$ cat src/rtl/urv_loader_pkg.sv
// Shared definitions for the IRAM host loader: command/response codes,
// FSM state encoding and the RAM word-address helper.
package urv_loader_pkg;

  localparam logic [7:0] CMD_WRITE = 8'h01;
  localparam logic [7:0] CMD_READ  = 8'h02;
  localparam logic [7:0] CMD_RUN   = 8'h03;
  localparam logic [7:0] CMD_HALT  = 8'h04;

  localparam logic [7:0] RSP_ACK   = 8'h06;
  localparam logic [7:0] RSP_NAK   = 8'h15;

  typedef enum logic [3:0] {
    ST_IDLE      = 4'd0,
    ST_ADDR      = 4'd1,
    ST_DATA      = 4'd2,
    ST_WR        = 4'd3,
    ST_RD_ISSUE  = 4'd4,
    ST_RD_WAIT   = 4'd5,
    ST_VRD_ISSUE = 4'd6,
    ST_VRD_WAIT  = 4'd7,
    ST_TX        = 4'd8
  } state_e;

  // Byte address folded into the RAM (power-of-two size) and forced word-aligned.
  function automatic logic [31:0] word_addr(input logic [31:0] addr, input logic [31:0] size);
    return addr & (size - 32'd1) & ~32'h0000_0003;
  endfunction

endpackage

$ cat src/rtl/urv_iram_loader_if.sv
// Host byte link, IRAM port-b and core-reset signals of the loader,
// bundled with a loader-side (master) and environment-side (slave) view.
interface urv_iram_loader_if;

  logic [7:0]  rx_data_i;
  logic        rx_valid_i;
  logic        rx_ready_o;
  logic [7:0]  tx_data_o;
  logic        tx_valid_o;
  logic        tx_ready_i;
  logic        enb_o;
  logic        web_o;
  logic [31:0] ab_o;
  logic [3:0]  bweb_o;
  logic [31:0] db_o;
  logic [31:0] qb_i;
  logic        cpu_rst_o;

  modport master (
    input  rx_data_i, rx_valid_i, tx_ready_i, qb_i,
    output rx_ready_o, tx_data_o, tx_valid_o, enb_o, web_o, ab_o, bweb_o, db_o, cpu_rst_o
  );

  modport slave (
    output rx_data_i, rx_valid_i, tx_ready_i, qb_i,
    input  rx_ready_o, tx_data_o, tx_valid_o, enb_o, web_o, ab_o, bweb_o, db_o, cpu_rst_o
  );

endinterface

$ cat src/rtl/urv_iram_loader.sv
// Framed host-command loader for IRAM port b; holds the core in reset until RUN.
// Define URV_IRAM_LOADER_VERIFY_EN to read back every write and answer ACK/NAK.
module urv_iram_loader
  import urv_loader_pkg::*;
#(
  parameter int unsigned g_size           = 65536,
  parameter int unsigned g_timeout_cycles = 1000000
) (
  input  logic              clk_i,
  input  logic              rst_i,
  urv_iram_loader_if.master bus
);

  localparam int unsigned      TO_W    = $clog2(g_timeout_cycles + 1);
  localparam logic [TO_W-1:0]  TO_LAST = TO_W'(g_timeout_cycles - 1);
  localparam logic [31:0]      SIZE    = 32'(g_size);

  state_e          state_q,   state_d;
  logic [1:0]      cnt_q,     cnt_d;
  logic [7:0]      cmd_q,     cmd_d;
  logic [31:0]     addr_q,    addr_d;
  logic [31:0]     data_q,    data_d;
  logic [31:0]     rsp_q,     rsp_d;
  logic [1:0]      tx_left_q, tx_left_d;
  logic [TO_W-1:0] timeout_q, timeout_d;

  logic            rx_ready_q, rx_ready_d;
  logic            tx_valid_q, tx_valid_d;
  logic [7:0]      tx_data_q,  tx_data_d;
  logic            enb_q,      enb_d;
  logic            web_q,      web_d;
  logic [3:0]      bweb_q,     bweb_d;
  logic [31:0]     ab_q,       ab_d;
  logic [31:0]     db_q,       db_d;
  logic            cpu_rst_q,  cpu_rst_d;

  logic            rx_acc;
  logic            tx_acc;
  logic [31:0]     addr_shift;
  logic [31:0]     data_shift;

  assign rx_acc     = bus.rx_valid_i & rx_ready_q;
  assign tx_acc     = tx_valid_q & bus.tx_ready_i;
  assign addr_shift = {addr_q[23:0], bus.rx_data_i};
  assign data_shift = {data_q[23:0], bus.rx_data_i};

  // Next-state and next-output logic; RAM strobes default low so they last one cycle.
  always_comb begin
    state_d   = state_q;
    cnt_d     = cnt_q;
    cmd_d     = cmd_q;
    addr_d    = addr_q;
    data_d    = data_q;
    rsp_d     = rsp_q;
    tx_left_d = tx_left_q;
    timeout_d = timeout_q;
    tx_valid_d = tx_valid_q;
    tx_data_d  = tx_data_q;
    enb_d      = 1'b0;
    web_d      = 1'b0;
    bweb_d     = 4'h0;
    ab_d       = ab_q;
    db_d       = db_q;
    cpu_rst_d  = cpu_rst_q;

    case (state_q)
      ST_IDLE: begin
        timeout_d = '0;
        if (rx_acc) begin
          cnt_d = 2'd0;
          cmd_d = bus.rx_data_i;
          case (bus.rx_data_i)
            CMD_WRITE, CMD_READ: state_d = ST_ADDR;
            CMD_RUN:             cpu_rst_d = 1'b0;
            CMD_HALT:            cpu_rst_d = 1'b1;
            default: begin
              rsp_d      = {RSP_NAK, 24'h00_0000};
              tx_data_d  = RSP_NAK;
              tx_valid_d = 1'b1;
              tx_left_d  = 2'd0;
              state_d    = ST_TX;
            end
          endcase
        end else begin
          state_d = ST_IDLE;
        end
      end

      ST_ADDR: begin
        if (rx_acc) begin
          timeout_d = '0;
          addr_d    = addr_shift;
          cnt_d     = cnt_q + 2'd1;
          if (cnt_q == 2'd3) begin
            if (cmd_q == CMD_WRITE) begin
              state_d = ST_DATA;
            end else begin
              state_d = ST_RD_ISSUE;
              enb_d   = 1'b1;
              ab_d    = word_addr(addr_shift, SIZE);
            end
          end else begin
            state_d = ST_ADDR;
          end
        end else if (timeout_q == TO_LAST) begin
          timeout_d = '0;
          state_d   = ST_IDLE;
        end else begin
          timeout_d = timeout_q + TO_W'(1);
        end
      end

      ST_DATA: begin
        if (rx_acc) begin
          timeout_d = '0;
          data_d    = data_shift;
          cnt_d     = cnt_q + 2'd1;
          if (cnt_q == 2'd3) begin
            state_d = ST_WR;
            enb_d   = 1'b1;
            web_d   = 1'b1;
            bweb_d  = 4'hF;
            ab_d    = word_addr(addr_q, SIZE);
            db_d    = data_shift;
          end else begin
            state_d = ST_DATA;
          end
        end else if (timeout_q == TO_LAST) begin
          timeout_d = '0;
          state_d   = ST_IDLE;
        end else begin
          timeout_d = timeout_q + TO_W'(1);
        end
      end

`ifdef URV_IRAM_LOADER_VERIFY_EN
      ST_WR: begin
        state_d = ST_VRD_ISSUE;
        enb_d   = 1'b1;
      end

      ST_VRD_ISSUE: state_d = ST_VRD_WAIT;

      ST_VRD_WAIT: begin
        if (bus.qb_i == db_q) begin
          rsp_d     = {RSP_ACK, 24'h00_0000};
          tx_data_d = RSP_ACK;
        end else begin
          rsp_d     = {RSP_NAK, 24'h00_0000};
          tx_data_d = RSP_NAK;
        end
        tx_valid_d = 1'b1;
        tx_left_d  = 2'd0;
        state_d    = ST_TX;
      end
`else
      ST_WR: state_d = ST_IDLE;
`endif

      ST_RD_ISSUE: state_d = ST_RD_WAIT;

      ST_RD_WAIT: begin
        rsp_d      = bus.qb_i;
        tx_data_d  = bus.qb_i[31:24];
        tx_valid_d = 1'b1;
        tx_left_d  = 2'd3;
        state_d    = ST_TX;
      end

      // Response register shifts left so the next byte is always in [31:24].
      ST_TX: begin
        if (tx_acc) begin
          if (tx_left_q == 2'd0) begin
            tx_valid_d = 1'b0;
            state_d    = ST_IDLE;
          end else begin
            rsp_d     = {rsp_q[23:0], 8'h00};
            tx_data_d = rsp_q[23:16];
            tx_left_d = tx_left_q - 2'd1;
          end
        end else begin
          state_d = ST_TX;
        end
      end

      default: state_d = ST_IDLE;
    endcase

    rx_ready_d = (state_d == ST_IDLE) || (state_d == ST_ADDR) || (state_d == ST_DATA);
  end

  // State and registered-output update with synchronous reset.
  always_ff @(posedge clk_i) begin
    if (rst_i) begin
      state_q    <= ST_IDLE;
      cnt_q      <= 2'd0;
      cmd_q      <= 8'h00;
      addr_q     <= 32'h0000_0000;
      data_q     <= 32'h0000_0000;
      rsp_q      <= 32'h0000_0000;
      tx_left_q  <= 2'd0;
      timeout_q  <= '0;
      rx_ready_q <= 1'b0;
      tx_valid_q <= 1'b0;
      tx_data_q  <= 8'h00;
      enb_q      <= 1'b0;
      web_q      <= 1'b0;
      bweb_q     <= 4'h0;
      ab_q       <= 32'h0000_0000;
      db_q       <= 32'h0000_0000;
      cpu_rst_q  <= 1'b1;
    end else begin
      state_q    <= state_d;
      cnt_q      <= cnt_d;
      cmd_q      <= cmd_d;
      addr_q     <= addr_d;
      data_q     <= data_d;
      rsp_q      <= rsp_d;
      tx_left_q  <= tx_left_d;
      timeout_q  <= timeout_d;
      rx_ready_q <= rx_ready_d;
      tx_valid_q <= tx_valid_d;
      tx_data_q  <= tx_data_d;
      enb_q      <= enb_d;
      web_q      <= web_d;
      bweb_q     <= bweb_d;
      ab_q       <= ab_d;
      db_q       <= db_d;
      cpu_rst_q  <= cpu_rst_d;
    end
  end

  assign bus.rx_ready_o = rx_ready_q;
  assign bus.tx_valid_o = tx_valid_q;
  assign bus.tx_data_o  = tx_data_q;
  assign bus.enb_o      = enb_q;
  assign bus.web_o      = web_q;
  assign bus.bweb_o     = bweb_q;
  assign bus.ab_o       = ab_q;
  assign bus.db_o       = db_q;
  assign bus.cpu_rst_o  = cpu_rst_q;

endmodule

$ cat src/flat_wrapper.sv
// flat-port wrapper written by rule: the top's interface ports become plain ports
module urv_iram_loader_flat import urv_loader_pkg::*;
#(
  parameter int unsigned g_size           = 65536,
  parameter int unsigned g_timeout_cycles = 1000000
)
  (clk_i, rst_i, bus_rx_data_i, bus_rx_valid_i, bus_tx_ready_i, bus_qb_i, bus_rx_ready_o, bus_tx_data_o, bus_tx_valid_o, bus_enb_o, bus_web_o, bus_ab_o, bus_bweb_o, bus_db_o, bus_cpu_rst_o);
  urv_iram_loader_if bus_i ();
  input  logic clk_i;
  input  logic rst_i;
  input wire logic [$bits(bus_i.rx_data_i)-1:0] bus_rx_data_i;
  input wire logic [$bits(bus_i.rx_valid_i)-1:0] bus_rx_valid_i;
  input wire logic [$bits(bus_i.tx_ready_i)-1:0] bus_tx_ready_i;
  input wire logic [$bits(bus_i.qb_i)-1:0] bus_qb_i;
  output wire logic [$bits(bus_i.rx_ready_o)-1:0] bus_rx_ready_o;
  output wire logic [$bits(bus_i.tx_data_o)-1:0] bus_tx_data_o;
  output wire logic [$bits(bus_i.tx_valid_o)-1:0] bus_tx_valid_o;
  output wire logic [$bits(bus_i.enb_o)-1:0] bus_enb_o;
  output wire logic [$bits(bus_i.web_o)-1:0] bus_web_o;
  output wire logic [$bits(bus_i.ab_o)-1:0] bus_ab_o;
  output wire logic [$bits(bus_i.bweb_o)-1:0] bus_bweb_o;
  output wire logic [$bits(bus_i.db_o)-1:0] bus_db_o;
  output wire logic [$bits(bus_i.cpu_rst_o)-1:0] bus_cpu_rst_o;
  assign bus_i.rx_data_i = bus_rx_data_i;
  assign bus_i.rx_valid_i = bus_rx_valid_i;
  assign bus_i.tx_ready_i = bus_tx_ready_i;
  assign bus_i.qb_i = bus_qb_i;
  assign bus_rx_ready_o = bus_i.rx_ready_o;
  assign bus_tx_data_o = bus_i.tx_data_o;
  assign bus_tx_valid_o = bus_i.tx_valid_o;
  assign bus_enb_o = bus_i.enb_o;
  assign bus_web_o = bus_i.web_o;
  assign bus_ab_o = bus_i.ab_o;
  assign bus_bweb_o = bus_i.bweb_o;
  assign bus_db_o = bus_i.db_o;
  assign bus_cpu_rst_o = bus_i.cpu_rst_o;
  urv_iram_loader #(.g_size(g_size), .g_timeout_cycles(g_timeout_cycles)) u_core (.clk_i(clk_i), .rst_i(rst_i), .bus(bus_i));
endmodule
$ cat config.mk
export PLATFORM = sky130hd
export DESIGN_NAME = urv_iram_loader_flat
export DESIGN_NICKNAME = d
export VERILOG_FILES = /design/src/rtl/urv_loader_pkg.sv /design/src/rtl/urv_iram_loader_if.sv /design/src/rtl/urv_iram_loader.sv /design/src/flat_wrapper.sv
export SDC_FILE = /design/constraint.sdc
export NUM_CORES = 1
export LEC_CHECK = 0
export CAP_MARGIN = 30
export CORE_UTILIZATION = 35
export DETAILED_ROUTE_END_ITERATION = 16
export PLACE_DENSITY = 0.64
export SLEW_MARGIN = 40
export SYNTH_ARGS = -nofsm -noshare
export SYNTH_HDL_FRONTEND = slang
export SYNTH_SLANG_ARGS = --single-unit
$ cat constraint.sdc
create_clock -name clk_i -period 2 [get_ports clk_i]
set_input_delay 0.6 -clock clk_i [delete_from_list [all_inputs] [get_ports clk_i]]
set_output_delay 0.6 -clock clk_i [all_outputs]
set_load 0.02 [all_outputs]
# --- Word level (Yosys, flattened, before mapping) ---
# Index checks and enable logic that the tools add are counted.
op_classes:
  addsub: 3
  n_eq_ne: 25
  muxes: 51
  n_bitwise: 4
  n_reduce_logical: 24
ops:
  columns: ["cell", "count"]
  rows:
  - ["2-to-1 mux 32 bit", 5]
  - ["2-to-1 mux 24 bit", 4]
  - ["one-hot mux 24 bit (3 select lines)", 1]
  - ["one-hot mux 32 bit (2 select lines)", 1]
  - ["2-to-1 mux 20 bit", 2]
  - ["one-hot mux 20 bit (2 select lines)", 1]
  - ["2-to-1 mux 8 bit", 4]
  - ["2-to-1 mux 4 bit", 7]
  - ["one-hot mux 4 bit (6 select lines)", 1]
  - ["one-hot mux 8 bit (3 select lines)", 1]
  - ["adder 20 x 1 -> 20 bit, second input constant", 1]
  - ["== test 20 bit, second input constant", 1]
  - ["== test 8 x 1 -> 1 bit, second input constant", 2]
  - ["== test 8 x 2 -> 1 bit, second input constant", 2]
  - ["!= test 2 x 1 -> 1 bit, second input constant", 8]
  - ["2-to-1 mux 2 bit", 6]
  - ["2-to-1 mux 1 bit", 10]
  - ["AND reduction 5 bit", 2]
  - ["AND reduction 3 bit", 3]
  - ["== test 4 x 1 -> 1 bit, second input constant", 2]
  - ["== test 4 x 2 -> 1 bit, second input constant", 2]
  - ["== test 4 x 3 -> 1 bit, second input constant", 2]
  - ["== test 8 x 3 -> 1 bit, second input constant", 1]
  - ["zero test 4 bit", 2]
  - ["other kinds (22)", 36]
word_totals:
  regBits: 181
  out_inout_bits: 81
  wordCells: 124

# --- Logic depth before layout (Yosys ltp) ---
logic_depth:
  word_depth: 8
  mapped_depth: 9
  mapped_depth_nobuf: 7

# --- Least setup slack after synthesis ---
# OpenSTA, ideal clock, no wires.
synth_path:
  kind: "input to register"
  from: "input port bus_rx_data_i[1]"
  to: "register u_core.tx_data_q[6], in the netlist u_core.bus.tx_data_o[6]"
  arrival_time_ps: 1950
  required_time_ps: 1868
  path_slack_ps: -82
  cell_stages: 8
  path_buffers: 3
  cell_sequence: "clkbuf_1 > or3_1 > nand4b_1 > o211ai_2 > buf_4 > buf_4 > a221oi_1 > nor3_1"
synth_between:
  elab_chain_len: 4
  word_cells_on_any_way: 7
synth_lines:
  columns: ["item", "line", "source"]
  rows:
  - ["start: declaration", "flat_wrapper.sv:11", "input wire logic [$bits(bus_i.rx_data_i)-1:0] bus_rx_data_i;"]
  - ["== test 8 x 1 -> 1 bit (tied with other cells)", "urv_iram_loader.sv:72", "case (bus.rx_data_i)"]
  - ["OR reduction 4 bit (no line) (*)", null, null]
  - ["!= test 2 bit (no line) (*)", null, null]
  - ["AND reduction 5 bit (no line) (*)", null, null]
  - ["end signal: assignment", "urv_iram_loader.sv:223", "tx_data_q <= tx_data_d;"]
  - ["end: declaration", "urv_iram_loader.sv:29", "logic [7:0] tx_data_q, tx_data_d;"]
# Every way passes the cells marked *; elsewhere a longest branch is shown, timed or not.
# A chain may end at the register's enable or synchronous reset.

# --- Worst setup path after layout ---
layout_path:
  from: "input port bus_rx_valid_i"
  to: "register u_core.rsp_q[14]"
layout_between:
  elab_chain_len: 3
layout_lines:
  columns: ["item", "line", "source"]
  rows:
  - ["start: declaration", "flat_wrapper.sv:12", "input wire logic [$bits(bus_i.rx_valid_i)-1:0] bus_rx_valid_i;"]
  - ["bitwise AND 1 bit", "urv_iram_loader.sv:42", "assign rx_acc = bus.rx_valid_i & rx_ready_q;"]
  - ["!= test 2 x 1 -> 1 bit (no line)", null, null]
  - ["AND reduction 5 bit (no line)", null, null]
  - ["end signal: assignment", "urv_iram_loader.sv:218", "rsp_q <= rsp_d;"]
  - ["end: declaration", "urv_iram_loader.sv:23", "logic [31:0] rsp_q, rsp_d;"]
# No other way between the ends.

==> impl_metrics.ini <==
[clock_tree]
cts_clk_pin_slew_worst_paths_ns = 0.07
post_cts_hold_buffer_count = 0
cts.sinks = 160
htree_levels = 4
cts_max_path_buffers = 2
clock_tree.root_cell = sky130_fd_sc_hd__clkbuf_16
total_cts_buffers = 17
insertion_delay_ns = 0.43
clock_tree_from_tritoncts = yes

[place]
gp_congestion = 0.8165
hpwlAfterDp_um = 11100
placement.io_buffers = 106

[routing]
detail_route.iter0.violations = 314
drt-total-wl_um = 17310
detailroute.via_count = 5863
antenna_violating_nets_post_route = 0
vias_per_cell = 4.890
drc = 0
wl_per_cell_um = 14.44
detail_route.first_pass.iterations = 4

[power]
pwr-share-seq_pct = 45.9
static-leakage-power_uw = 0.003759
power.share.clock_pct = 43.0
proportion_of_total_power_due_to_net_switching_pct = 26.44
peakVddDrop_uv = 553.0
net_switching_power_figure_uw = 1919
power.density_nw_per_um2 = 786.9
combPwrFrac_pct = 11.1
internal_power_uw = 5339

[synth]
number_of_unique_standard_cell_types_used_by_synthesis = 62
ys_warn_count = 0
mappedNetlistArea_um2 = 6805
main_combinational_cell_family_by_area_after_synthesis = simple AND/OR/NAND/NOR gates
synth_fa_ha_area_share_pct = 0.5516
post_synth_and_or_nand_nor_area_fraction_pct = 21.81
yosysSeqAreaShare_pct = 47.07
async_flop_share_pct = 0
synthTopCellsByArea = sky130_fd_sc_hd__dfxtp_1 47%, sky130_fd_sc_hd__nand2_1 9.8%, sky130_fd_sc_hd__a21oi_1 6.9%
post_synth_mux_area_share_pct = 2.648
avgSynthCellArea_um2 = 8.507
synth.ff_latch_count = 160
synth_compound_area_share_pct = 18.39
synth_largest_area_cell = sky130_fd_sc_hd__dfxtp_1
synthXorXnorAreaFrac_pct = 1.802
synthDominantCellAreaShare_pct = 47.07
synth-edff-count = 0
post_synth_inst_count = 800
synth_ff_type = sky130_fd_sc_hd__dfxtp_1

[sta]
post-route-period-util_pct = 98.55
setup-tns-final_ns = 0
clock.fmax_ghz = 0.5074
timing.final.crit_period_ns = 1.971
finalHoldViolCount = 0
max_slew_violation_count = 0
grt_setup_unrepaired = yes
timing.final.setup_violations = 0
final.setup_skew_ns = 0.01247

[global_routing]
globalRoute.totalOverflow = 0
antenna_violations_before_repair = 0
grt_first_pass_wirelength_um = 27380
grt_start_max_net_pins = 48
grtUsageTotal_pct = 17.25
first_global_vias = 5350

[finish]
antenna-diode-count = 0
nNetsFinal = 973
area_growth_syn_to_layout_pct = 35.52
n_fill_cell = 1826
final_layout_size_suffix_gt1_share_pct = 15.65
fin_util_pct = 48.81

[floorplan]
fp.dieArea_um2 = 20010
floorplan.io_pins = 125
core-area_um2 = 18890
vertical_die_dimension_um = 141.4
row_count = 50
floorplan.initialDensity_pct = 36.02
die_w_um = 141.4

[setup_path]
crit_arrival_ns = 2.27
worstSetupEndpointType = register
worstReg2RegStart = u_core.state_q[2]$_SDFF_PP0_
slowest_stage = sky130_fd_sc_hd__clkdlybuf4s50_1
critical_path.cell_chain = clkdlybuf4s50_1 -> a21o_1 -> a22o_1 -> o211ai_4 -> buf_6 -> buf_8 -> buf_4 -> a221oi_2 -> a211oi_2
timing.setup.critical_path_class = input port to register
kind_of_start_point_of_the_critical_path = input port
critPathMaxStageDelay_ns = 0.56
crit_path_max_fanout = 6
cp.required_ns = 2.30
crit_path_start = bus_rx_valid_i

[worst_hold_path]
worst_hold_startpoint = u_core.data_q[23]$_SDFFE_PP0P_
hold_path.class = register to register

[flow_run]
drv_cap = 0

[run_status]
status = complete, no violations
## synth_stat cells (12+ instances only)
master,n
sky130_fd_sc_hd__clkbuf_1,29
sky130_fd_sc_hd__buf_2,19
sky130_fd_sc_hd__nand2_1,177
sky130_fd_sc_hd__nand3_1,12
sky130_fd_sc_hd__inv_1,21
sky130_fd_sc_hd__a211oi_1,33
sky130_fd_sc_hd__a221oi_1,22
sky130_fd_sc_hd__a22oi_1,12
sky130_fd_sc_hd__dfxtp_1,160
sky130_fd_sc_hd__nor2_1,52
sky130_fd_sc_hd__a21oi_1,94
sky130_fd_sc_hd__buf_4,27
sky130_fd_sc_hd__mux2i_1,18
## logic make-up after synthesis
group                    after synthesis
AO/OA/AOI/OAI                        191
XOR/XNOR                              14
adder cells (fa/ha/maj)                3
buffers and inverters                100
flip-flops                           160
multiplexers                          18
other                                  1
AND/OR/NAND/NOR                      313
## worst paths after layout
kind,to,slack [ns],cells past startpoint
hold reg to reg,u_core.bus.db_o[31]$_SDFFE_PP0P_,0.45,2
setup reg to reg,u_core.rsp_q[14]$_SDFFE_PP0P_,0.10,8
setup / recovery,u_core.rsp_q[14]$_SDFFE_PP0P_,0.03,9
hold / removal,u_core.bus.db_o[31]$_SDFFE_PP0P_,0.45,2
## metal layers
| layer | up-vias | part of all wire (%) | GRT usage, % |
|---|---|---|---|
| li1 | 2987 | - | - |
| met4 | 0 | 0.87 | 5.490 |
| met2 | 103 | 47 | 26.97 |
| met3 | 8 | 4.2 | 4.759 |
| met5 | - | 0 | 0 |
| met1 | 2765 | 48 | 23.01 |
## area by class of cell
type / count / area, µm² / area share [%]
repair buffers: 167 / 1693 / 18.36
clock inverters: 12 / 118.9 / 1.289
well taps: 260 / 325.3 / 3.527
clock buffers: 20 / 446.7 / 4.843
flip-flops and latches: 160 / 3206 / 34.76
inverters: 21 / 78.83 / 0.8547
multi-input cells: 559 / 3354 / 36.37
## layout by cell type, fill, tap and decap left out, drive strengths merged, types with 5 or more instances in the layout
master,count
nand3,12
nand4,7
dfxtp,160
a221oi,22
dlymetal6s2s,23
a22oi,12
nor3,14
a211oi,36
nor2b,10
clkbuf,23
nor2,56
dlygate4sd2,42
o21ai,11
inv,29
clkdlybuf4s50,36
buf,62
nand2,177
conb,18
a21oi,94
xnor2,6
nor4,5
o211ai,6
xor2,8
mux2i,18
## worst max-delay path: cells and delay by family
family	cells	cell delay (ns)
compound gates	5	0.72
buf+inv	4	0.95
## per-stage QoR
stage / area, µm² / instances / setup WS, ns / hold slack, ns / power, µW
5_1_grt: 9223 / 1199 / -0.009088 / 0.4704 / 7566
2_1_floorplan: 6880 / 817 / -0.0007898 / 0.4316 / 3816
6_report: 9223 / 1199 / 0.02900 / 0.4497 / 7258
3_5_place_dp: 8358 / 1157 / -0.6418 / 0.4473 / 4075
4_1_cts: 9054 / 1195 / 0.002030 / 0.4533 / 7308
3_3_place_gp: 8358 / 1157 / -0.5138 / 0.4411 / 4067
## sequential cells by signal, summed over array words and instances, names as in the netlist, 2 cells and up
signal	flops
u_core.bus.tx_data_o	8
u_core.bus.db_o	32
u_core.timeout_q	20
u_core.cnt_q	2
u_core.data_q	24
u_core.addr_q	16
u_core.state_q	4
u_core.tx_left_q	2
u_core.rsp_q	24
u_core.cmd_q	8
u_core.bus.ab_o	14
## what timing repair did
| action | 4_1_cts | 5_1_grt |
|---|---|---|
| gates resized for setup | 67 | 50 |
| setup endpoints to repair | 72 | 74 |
| pin swaps | 18 | 9 |
| endpoints found under the hold margin | 0 | 0 |
| cloned | 2 | 3 |
| buffers inserted | 4 | 3 |
## power groups by stage
stage                     combinational [µW]  sequential, µW  clock (µW)
after detailed placement                 683            3390           0
after floorplan                          407            3410           0
after global placement                   674            3390           0
after global routing                     875            3340        3350
final                                    809            3330        3120
after CTS                                779            3320        3200
Power figures use the tool's default switching activity.
